$ cat config.mk
export PLATFORM = sky130hd
export DESIGN_NAME = sub_32_serial
export DESIGN_NICKNAME = d
export VERILOG_FILES = /design/src/rtl/sub_32_serial.sv
export SDC_FILE = /design/constraint.sdc
export NUM_CORES = 1
export LEC_CHECK = 0
export ABC_AREA = 1
export CAP_MARGIN = 15
export CORE_MARGIN = 3
export CORE_UTILIZATION = 40
export DETAILED_ROUTE_END_ITERATION = 12
export HOLD_SLACK_MARGIN = 0.02
export PLACE_DENSITY = 0.6
export REMOVE_ABC_BUFFERS = 1
export SLEW_MARGIN = 20
export SYNTH_ARGS = -nofsm -noshare
export SYNTH_HDL_FRONTEND = slang
export SYNTH_SLANG_ARGS = --single-unit
$ cat constraint.sdc
create_clock -name clk -period 5.95 [get_ports clk]
set_input_delay 1.19 -clock clk [delete_from_list [all_inputs] [get_ports clk]]
set_output_delay 1.19 -clock clk [all_outputs]
set_load 0.02 [all_outputs]
$ cat src/rtl/sub_32_serial.sv
// Bit-serial two's-complement subtractor: d = a + ~b + 1, LSB first,
// one full-adder cell and a carry flop, start/busy/done handshake.
module sub_32_serial #(
  parameter int WIDTH = 32
) (
  input  logic             clk,
  input  logic             rst,
  input  logic             start,
  input  logic [WIDTH-1:0] a,
  input  logic [WIDTH-1:0] b,
  output logic             busy,
  output logic             done,
  output logic [WIDTH-1:0] d,
  output logic             borrow_out,
  output logic             overflow,
  output logic             zero
);

  localparam int CW = $clog2(WIDTH);
  localparam logic [CW-1:0] LAST = CW'(WIDTH - 1);

  typedef enum logic [1:0] {
    IDLE,
    RUN,
    DONE
  } state_t;

  state_t           state_q;
  state_t           state_d;
  logic [WIDTH-1:0] a_sr;
  logic [WIDTH-1:0] b_sr;
  logic [WIDTH-1:0] r_sr;
  logic [WIDTH-1:0] res;
  logic [CW-1:0]    count;
  logic             carry;
  logic             a_msb;
  logic             b_msb;
  logic             sum;
  logic             cout;
  logic             accept;
  logic             last;

  assign sum    = a_sr[0] ^ b_sr[0] ^ carry;
  assign cout   = (a_sr[0] & b_sr[0]) | (carry & (a_sr[0] ^ b_sr[0]));
  assign res    = {sum, r_sr[WIDTH-1:1]};
  assign accept = start && (state_q != RUN);
  assign last   = (state_q == RUN) && (count == LAST);

  always_ff @(posedge clk or posedge rst) begin
    if (rst) state_q <= IDLE;
    else     state_q <= state_d;
  end

  always_comb begin
    state_d = state_q;
    busy    = 1'b0;
    done    = 1'b0;
    unique case (state_q)
      IDLE: begin
        if (start) state_d = RUN;
      end
      RUN: begin
        busy = 1'b1;
        if (last) state_d = DONE;
      end
      DONE: begin
        done    = 1'b1;
        state_d = start ? RUN : IDLE;
      end
      default: state_d = IDLE;
    endcase
  end

  always_ff @(posedge clk or posedge rst) begin
    if (rst) begin
      a_sr       <= '0;
      b_sr       <= '0;
      r_sr       <= '0;
      count      <= '0;
      carry      <= 1'b0;
      a_msb      <= 1'b0;
      b_msb      <= 1'b0;
      d          <= '0;
      borrow_out <= 1'b0;
      overflow   <= 1'b0;
      zero       <= 1'b0;
    end else if (accept) begin
      a_sr  <= a;
      b_sr  <= ~b;
      carry <= 1'b1;
      count <= '0;
      a_msb <= a[WIDTH-1];
      b_msb <= b[WIDTH-1];
    end else if (state_q == RUN) begin
      a_sr  <= a_sr >> 1;
      b_sr  <= b_sr >> 1;
      r_sr  <= res;
      carry <= cout;
      count <= count + 1'b1;
      // final edge: sum is the result MSB, cout the true carry out
      if (last) begin
        d          <= res;
        borrow_out <= ~cout;
        overflow   <= (a_msb ^ b_msb) & (a_msb ^ sum);
        zero       <= (res == '0);
      end
    end
  end

endmodule

==> metrics.md, run 1 <==
| Metric | Value |
|---|---|
| Result of the run | complete, no violations |
| Worst r2r dst | overflow |
| Min Tclk post-route | 3.581 ns |
| Detailed route wirelength on metal3 | about 700 um |
| Static leakage | 0.003475 uW |
| Vertical die dimension | around 130 um |
| Routed length on met1 | 6.012 mm |
| Die Outline Area | ~16000 um2 |
| Via total after detailed routing | roughly 4500 |
| Total of hold buffers inserted after clock tree synthesis | 0 |
| Worst-case clock buffer depth | 2 |
| Syn_area_per_cell | about 9.4 um2 |
| Leading cell type by number of instances after synthesis | sky130_fd_sc_hd__nand2_1 |
| Filler instances | ~1300 |
| Remaining design rule violation count | 0 |
| Clk slew on worst S/H paths | roughly 0.06 ns |
| Smallest hold slack | 0.4787 ns |
| Tcrit/Tclk final | 0.6019 |
| Final total power | around 3900 uW |
| Yosys top cell by area | sky130_fd_sc_hd__dfrtp_1 |
| Endpoint of the worst hold-timing path | d[27] |
| HPWL Detailed | roughly 7.9 mm |
| Number of buffers added by the clock tree synthesis step | 17 |
| Global-route usage over all layers | 0.1609 |
| Element type at the critical path start | register |
| Final Skew | 0.008276 ns |
| Area of the mapped netlist | around 5900 um2 |
| Chip Width | about 130 um |
| Max Clk Rate | around 280 MHz |
| Total non-filler cell area in the finished layout | between 7000 and 8000 um2 |
| Final setup viols | 0 |
| Asr flop ratio synth | 1.000 |
| Maximum ir drop on the vdd rail | 282.0 uV |
| Proportion of synthesized chip area in sequential cells | 0.5954 |
| Unrepaired setup endpoints after global routing | false |
| Routed wire length on met2 | between 5 and 6 mm |
| Pin count of the biggest net entering global routing | just over 90 |
| Register-to-register path setup slack | around 3.2 ns |
| Number of flops mapped to enable cells by yosys | 0 |
| Synthesis-to-finish area growth | 28.62% |
| TNS Setup | 0 ns |
| Internal portion of total power | 2561 uW |
| Share of the synthesized netlist area taken by xor and xnor gates | 0 |
| Transition time of the tightest slew-check pin | 0.9319 ns |
| Hold path start | d[27] |
| Iteration-0 DRC Markers | 364 |
| First-pass GRT wire length | ~21 mm |
| Count of boundary I/O pins | ~100 |
| Num Clock Sinks | 140 |
| Sequential power share | 0.396 |
| Adder and majority gate portion of the synthesized area | 0.007655 |
| Final Non-Filler Cells | 907 |
| Critical path launch point | state_q[0] |
| Type of the setup path with the least slack | reg -> out |
| Last weighted congestion value of the routability-driven placer | between 0.7 and 0.8 |
| Number of antenna violations at the first check in global routing | 0 |
| Slew Limit Fails | 0 |
| Top flip-flop cell by instance count after synthesis | sky130_fd_sc_hd__dfrtp_1 |
| Final count of hold timing violations | 0 |
| Post-CTS setup repair buffer count | 0 |
| Number of nets in the layout | about 800 |
| Ratio of cells with drive above 1 in the final layout | 0.08116 |
| Portion of netlist area occupied by mux cells | 0 |
| Ranking of synthesized cells by area | sky130_fd_sc_hd__dfrtp_1 (60%), sky130_fd_sc_hd__nand2_1 (16%), sky130_fd_sc_hd__o211ai_2 (3.6%), sky130_fd_sc_hd__o21ai_0 (3.2%), sky130_fd_sc_hd__inv_1 (3.2%) |
| Power Dens Cells | between 500 and 600 nW/um2 |
| Area occupied by multi-input gates | just under 2000 um2 |
| Starting Density | 0.4159 |
| Fraction of the mapped netlist area in compound gates | 0.1327 |
| Overall routed net length | around 13 mm |
| Routed wire length per instance | between 10 and 15 um |
| Core area | between 10000 and 15000 um2 |
| Fraction of post-synthesis cell area in the top cell type by area | 0.5954 |
| GR Overflow Total | 0 |
| Critical path required time | about 4.8 ns |
| Number of input and output port buffers inserted | roughly 100 |
| Type of the worst min-delay path | reg -> reg |
| Synth warn | 0 |
| Root buffer cell | sky130_fd_sc_hd__clkbuf_16 |
| Switching share of power | 0.3480 |
| Max FO, Critical Path | between 60 and 70 |
| Max-capacitance violation count | 0 |
| Min-Delay Path Depth | 2 |
| Main combinational cell family by area after synthesis | simple AND/OR/NAND/NOR gates |
| Combinational Power Share | 0.323 |
| Clock tree from TritonCTS | built |
| Clock latency at the later pin of the worst-skew pair | ~0.42 ns |
| Vias in the first global route | around 4300 |
| Simple-gate share of the synthesized area | 0.1922 |
| Number of inserted diodes | 0 |
| Setup crit end kind | output port |
| Row count | 43 |
| Share of power burned in the clock network | 0.282 |
| Cells after Synth | 623 |
| Number of flip-flops and latches in the synthesized netlist | 140 |
| Slew margin rel. | 0.3780 |
| Critical R2R Launch | count[0] |
| 1st-pass router iterations | 5 |
| DP Area | between 6000 and 7000 um2 |
| H-tree depth reported by CTS | 4 |
| Cell variety after synth | 28 |
| ANT nets after route | 0 |
| Resize count post-CTS | 0 |
| Power dissipated by switching net loads | ~1400 uW |
| Worst-case reg-to-reg path depth | 8 |
| FF/Latch Area | 3503 um2 |
| Number of cells after detailed placement | 875 |
| Top layer in use | met4 |
| Crit path DAT | roughly 2.4 ns |
| Via density per instance | 4.954 |
| Most used standard cells in the synthesized netlist | sky130_fd_sc_hd__nand2_1 (253), sky130_fd_sc_hd__dfrtp_1 (140), sky130_fd_sc_hd__inv_1 (50) |
## cell type report
type                    count  share of cell area
flip-flops and latches    140              0.4629
multi-input cells         396              0.2589
repair buffers            105              0.1382
clock buffers              17             0.05621
well taps                 180             0.02976
inverters                  54             0.02794
clock inverters            15             0.02612
## kinds of logic (layout without fill, tap and decap cells)
kind of cell	Yosys count	in the layout
buffers and inverters	87	191
AO/OA/AOI/OAI	104	104
adder cells (fa/ha/maj)	3	3
flip-flops	140	140
AND/OR/NAND/NOR	289	289
## metal layers
| layer | vias up | track usage |
|---|---|---|
| met5 | - | 0 |
| met4 | 0 | 0.05237 |
| met3 | 16 | 0.04599 |
| met2 | 135 | 0.2406 |
| met1 | 2141 | 0.2272 |
| li1 | 2201 | - |
## per-stage QoR
stage | worst slack, ns | util
floorplan | 1.007 | -
global placement | 2.811 | 0.4908
detailed placement | 2.785 | 0.4908
CTS | 2.322 | 0.5349
global route | 2.235 | 0.5349
finish | 2.369 | 0.5349
## cells in the final DEF, fill, tap and decap left out, types with 4 or more instances in the layout
cell / n
sky130_fd_sc_hd__dfrtp_1: 140
sky130_fd_sc_hd__a21oi_1: 4
sky130_fd_sc_hd__o221ai_1: 19
sky130_fd_sc_hd__bufinv_16: 4
sky130_fd_sc_hd__nand3_1: 13
sky130_fd_sc_hd__nor2_1: 20
sky130_fd_sc_hd__clkbuf_16: 17
sky130_fd_sc_hd__o21ai_0: 38
sky130_fd_sc_hd__o211ai_2: 17
sky130_fd_sc_hd__clkinv_2: 5
sky130_fd_sc_hd__o211ai_1: 19
sky130_fd_sc_hd__clkdlybuf4s50_1: 103
sky130_fd_sc_hd__nand2_1: 252
sky130_fd_sc_hd__inv_1: 49
## how the worst max path moves through the flow
stage / to / slack, ns
global route: busy / 2.23
finish: busy / 2.37
global placement: busy / 2.81
floorplan: a_msb / 1.01
CTS: busy / 2.32
detailed placement: busy / 2.79
## flip-flops by register name, indices dropped and copies added (netlist names)
register / flops
a_sr: 32
b_sr: 32
d: 32
r_sr: 31
count: 5
state_q: 2
a_msb: 1
b_msb: 1
borrow_out: 1
carry: 1
overflow: 1
zero: 1
## power by group through the flow
| stage | Clock (uW) | Combinational (uW) | Sequential (uW) |
|---|---|---|---|
| 5_1_grt | 1170 | 1440 | 1600 |
| 2_1_floorplan | 0 | 763 | 1610 |
| 6_report | 1110 | 1270 | 1550 |
| 3_5_place_dp | 0 | 1280 | 1560 |
| 4_1_cts | 1120 | 1290 | 1550 |
| 3_3_place_gp | 0 | 1250 | 1550 |
## worst max-delay path, cell delays in order, from the launching register on
cell,delay (ns)
sky130_fd_sc_hd__dfrtp_1,0.42
sky130_fd_sc_hd__nand2_2,0.10
sky130_fd_sc_hd__clkinv_2,0.65
sky130_fd_sc_hd__clkdlybuf4s50_1,0.78
No activity file was read; power rests on OpenSTA's default activity.
==> run 2, diff against run 1 <==
--- a/config.mk
+++ b/config.mk
@@ -11,7 +11,7 @@
 export CORE_UTILIZATION = 40
 export DETAILED_ROUTE_END_ITERATION = 12
 export HOLD_SLACK_MARGIN = 0.02
-export PLACE_DENSITY = 0.6
+export PLACE_DENSITY = 0.63
 export REMOVE_ABC_BUFFERS = 1
 export SLEW_MARGIN = 20
 export SYNTH_ARGS = -nofsm -noshare
==> constraint.sdc (replaced) <==
create_clock -name clk -period 2.96 [get_ports clk]
set_input_delay 0.592 -clock clk [delete_from_list [all_inputs] [get_ports clk]]
set_output_delay 0.592 -clock clk [all_outputs]
set_load 0.02 [all_outputs]
==> run 2 against run 1 <==
Against the previous run: setup slack got worse by 1.7 ns; non-clock buffer count rose by 3; global-route usage rose by 0.40 points; core utilization rose by 0.17 points; die area did not move; clock-buffer cell count rose by 7; critical path depth rose by 1; critical path type unchanged; power rose by 100%; register-to-register slack got worse by 2.4 ns; wire length rose by 0.22%; clock skew rose by 0.0050 ns.
==> metrics.md, run 2 (synthesized netlist as in run 1, its figures left out) <==
| Metric | Value |
|---|---|
| Result of the run | complete, no violations |
| Max Clk Rate | ~440 MHz |
| Unrepaired setup endpoints after global routing | false |
| Core area | between 10000 and 15000 um2 |
| Element type at the critical path start | register |
| Via total after detailed routing | between 4000 and 5000 |
| Iteration-0 DRC Markers | 370 |
| Post-CTS setup repair buffer count | 0 |
| Pre-CTS setup slack | just under 0.8 ns |
| Buf/Inv on CP | 3 |
| Clock tree from TritonCTS | built |
| Total non-filler cell area in the finished layout | ~7600 um2 |
| Clk slew on worst S/H paths | 0.06 ns |
| Internal portion of total power | roughly 5200 uW |
| Remaining design rule violation count | 0 |
| Min Tclk post-route | approximately 2.3 ns |
| Slowest cell on crit path | sky130_fd_sc_hd__clkdlybuf4s50_1 |
| Static leakage | about 0.0035 uW |
| Number of inserted diodes | 0 |
| Final Skew | 0.01331 ns |
| First-pass GRT wire length | 21.51 mm |
| Pin count of the biggest net entering global routing | around 140 |
| Ratio of cells with drive above 1 in the final layout | 0.08093 |
| Max FO, Critical Path | 3 |
| Combinational Power Share | 0.329 |
| Top library cells by usage in the layout, fill and taps aside | sky130_fd_sc_hd__nand2_1 (252), sky130_fd_sc_hd__dfrtp_1 (140), sky130_fd_sc_hd__clkdlybuf4s50_1 (103), sky130_fd_sc_hd__inv_1 (49), sky130_fd_sc_hd__o21ai_0 (38) |
| Met3 track demand over resource in global routing | 0.04390 |
| Switching share of power | 0.3413 |
| GR peak layer | met2 |
| Global-route usage over all layers | 0.1649 |
| Power Dens Cells | between 1000 and 1500 nW/um2 |
| Last weighted congestion value of the routability-driven placer | about 0.76 |
| Slew Limit Fails | 0 |
| Die Outline Area | approximately 16000 um2 |
| Setup crit end kind | output port |
| Routed wire length per instance | 13.81 um |
| Transition time of the tightest slew-check pin | 0.7697 ns |
| Total of hold buffers inserted after clock tree synthesis | 0 |
| Critical path required time | between 2 and 2.5 ns |
| Vias in the first global route | 4378 |
| Overall routed net length | 12.56 mm |
| Slew margin rel. | 0.4869 |
| Max-capacitance violation count | 0 |
| Leading cell type in the layout, fill and taps excluded | sky130_fd_sc_hd__nand2_1 |
| Resize count post-CTS | 0 |
| Met2 GRT Util | 0.2431 |
| Sequential power share | 0.396 |
| Starting Density | 0.4159 |
| Root buffer cell | sky130_fd_sc_hd__clkbuf_16 |
| Final setup viols | 0 |
| HPWL Detailed | just over 8 mm |
| Number of antenna violations at the first check in global routing | 0 |
| Share of power burned in the clock network | 0.275 |
| Maximum ir drop on the vdd rail | 582.9 uV |
| H-tree depth reported by CTS | 4 |
| Worst-case clock buffer depth | 2 |
| GR Overflow Total | 0 |
| Synthesis-to-finish area growth | 29.02% |
| Final count of hold timing violations | 0 |
| Vertical die dimension | 127.3 um |
| Num Clock Sinks | 140 |
| Clock latency at the later pin of the worst-skew pair | 0.42 ns |
| Power dissipated by switching net loads | approximately 2700 uW |
| Top Registers | a_sr: 32 flops, b_sr: 32 flops, d: 32 flops |
| Number of buffers added by the clock tree synthesis step | 17 |
| DP Area | approximately 7000 um2 |
| Number of nets in the layout | roughly 790 |
| Met1 track demand over resource | 0.2385 |
| Tcrit/Tclk final | 0.7627 |
| 1st-pass router iterations | 5 |
| Type of the setup path with the least slack | reg -> out |
| Count of boundary I/O pins | about 100 |
| Crit path DAT | 1.67 ns |
| Type of the worst min-delay path | reg -> reg |
| Chip Width | roughly 130 um |
| ANT nets after route | 0 |
| Slowest cell delay on critical path | ~0.61 ns |
| Number of input and output port buffers inserted | just over 100 |
| Min setup slack post-route | 0.7025 ns |
| Cells along the critical path | inv_1 > nand2_2 > clkinv_2 > clkdlybuf4s50_1 |
| Via density per instance | between 4 and 5 |
| Row count | 43 |
| Family of cells with the greatest summed delay on the critical path | buffers and inverters |
-- run 2: changes by cell type in the layout (fill, tap and decap cells not counted), sizes merged --
cell	before	now
clkbuf	17	24
buf	2	5
clkinv	9	6
clkinvlp	3	0
bufinv	4	3
inv	53	52
-- run 2: cell type report --
cell class / count / area (um2)
Timing Repair Buffer: 108 / 1081
Clock buffer: 24 / 501.7
Sequential cell: 140 / 3503
Inverter: 54 / 211.5
Fill cell: 1240 / 6558
Multi-Input combinational cell: 396 / 1959
Tap cell: 180 / 225.2
Clock inverter: 7 / 110.1
-- run 2: layer usage --
| metal | up-vias | share of wire | routed length [um] |
|---|---|---|---|
| met1 | 2074 | 0.49 | 6112 |
| met5 | - | 0 | 0 |
| met2 | 137 | 0.45 | 5665 |
| met3 | 6 | 0.056 | 708 |
| li1 | 2199 | - | - |
| met4 | 0 | 0.0054 | 68 |
-- run 2: final timing paths --
path	startpoint	endpoint	slack [ns]	depth (start not counted)
min in group asynchronous	rst	a_sr[26]	0.74	3
max in group asynchronous	rst	r_sr[8]	1.66	3
worst max register to register	state_q[0]	b_sr[18]	0.80	6
worst min-delay path	d[22]	d[22]	0.47	2
worst min register to register	d[22]	d[22]	0.47	2
worst max-delay path	state_q[1]	busy	0.70	4
-- run 2: power by group through the flow --
stage | clock (uW) | sequential (uW) | combinational (uW)
after global routing | 2290 | 3230 | 2940
after floorplan | 0 | 3240 | 1530
after global placement | 0 | 3120 | 2520
final | 2170 | 3120 | 2580
after detailed placement | 0 | 3140 | 2620
after CTS | 2210 | 3120 | 2630
-- run 2: worst reg2reg max path, stage by stage, from the launching register on --
cell and delay [ns]:
sky130_fd_sc_hd__dfrtp_1 0.42, sky130_fd_sc_hd__nand2_2 0.11, sky130_fd_sc_hd__buf_4 0.61, sky130_fd_sc_hd__nand2_8 0.28, sky130_fd_sc_hd__inv_4 0.44, sky130_fd_sc_hd__nand2_1 0.14, sky130_fd_sc_hd__o211ai_2 0.09
-- run 2: metrics by stage --
| stage | hold slack, ns | setup TNS (ns) | power, uW | util | std cells |
|---|---|---|---|---|---|
| global route | 0.5017 | 0 | 8454 | 0.5366 | 909 |
| global placement | 0.4622 | 0 | 5643 | 0.4933 | 878 |
| CTS | 0.4820 | 0 | 7967 | 0.5366 | 909 |
| detailed placement | 0.4661 | 0 | 5764 | 0.4933 | 878 |
| finish | 0.4737 | 0 | 7867 | 0.5366 | 909 |
| floorplan | 0.4524 | -205.17 | 4778 | - | 590 |
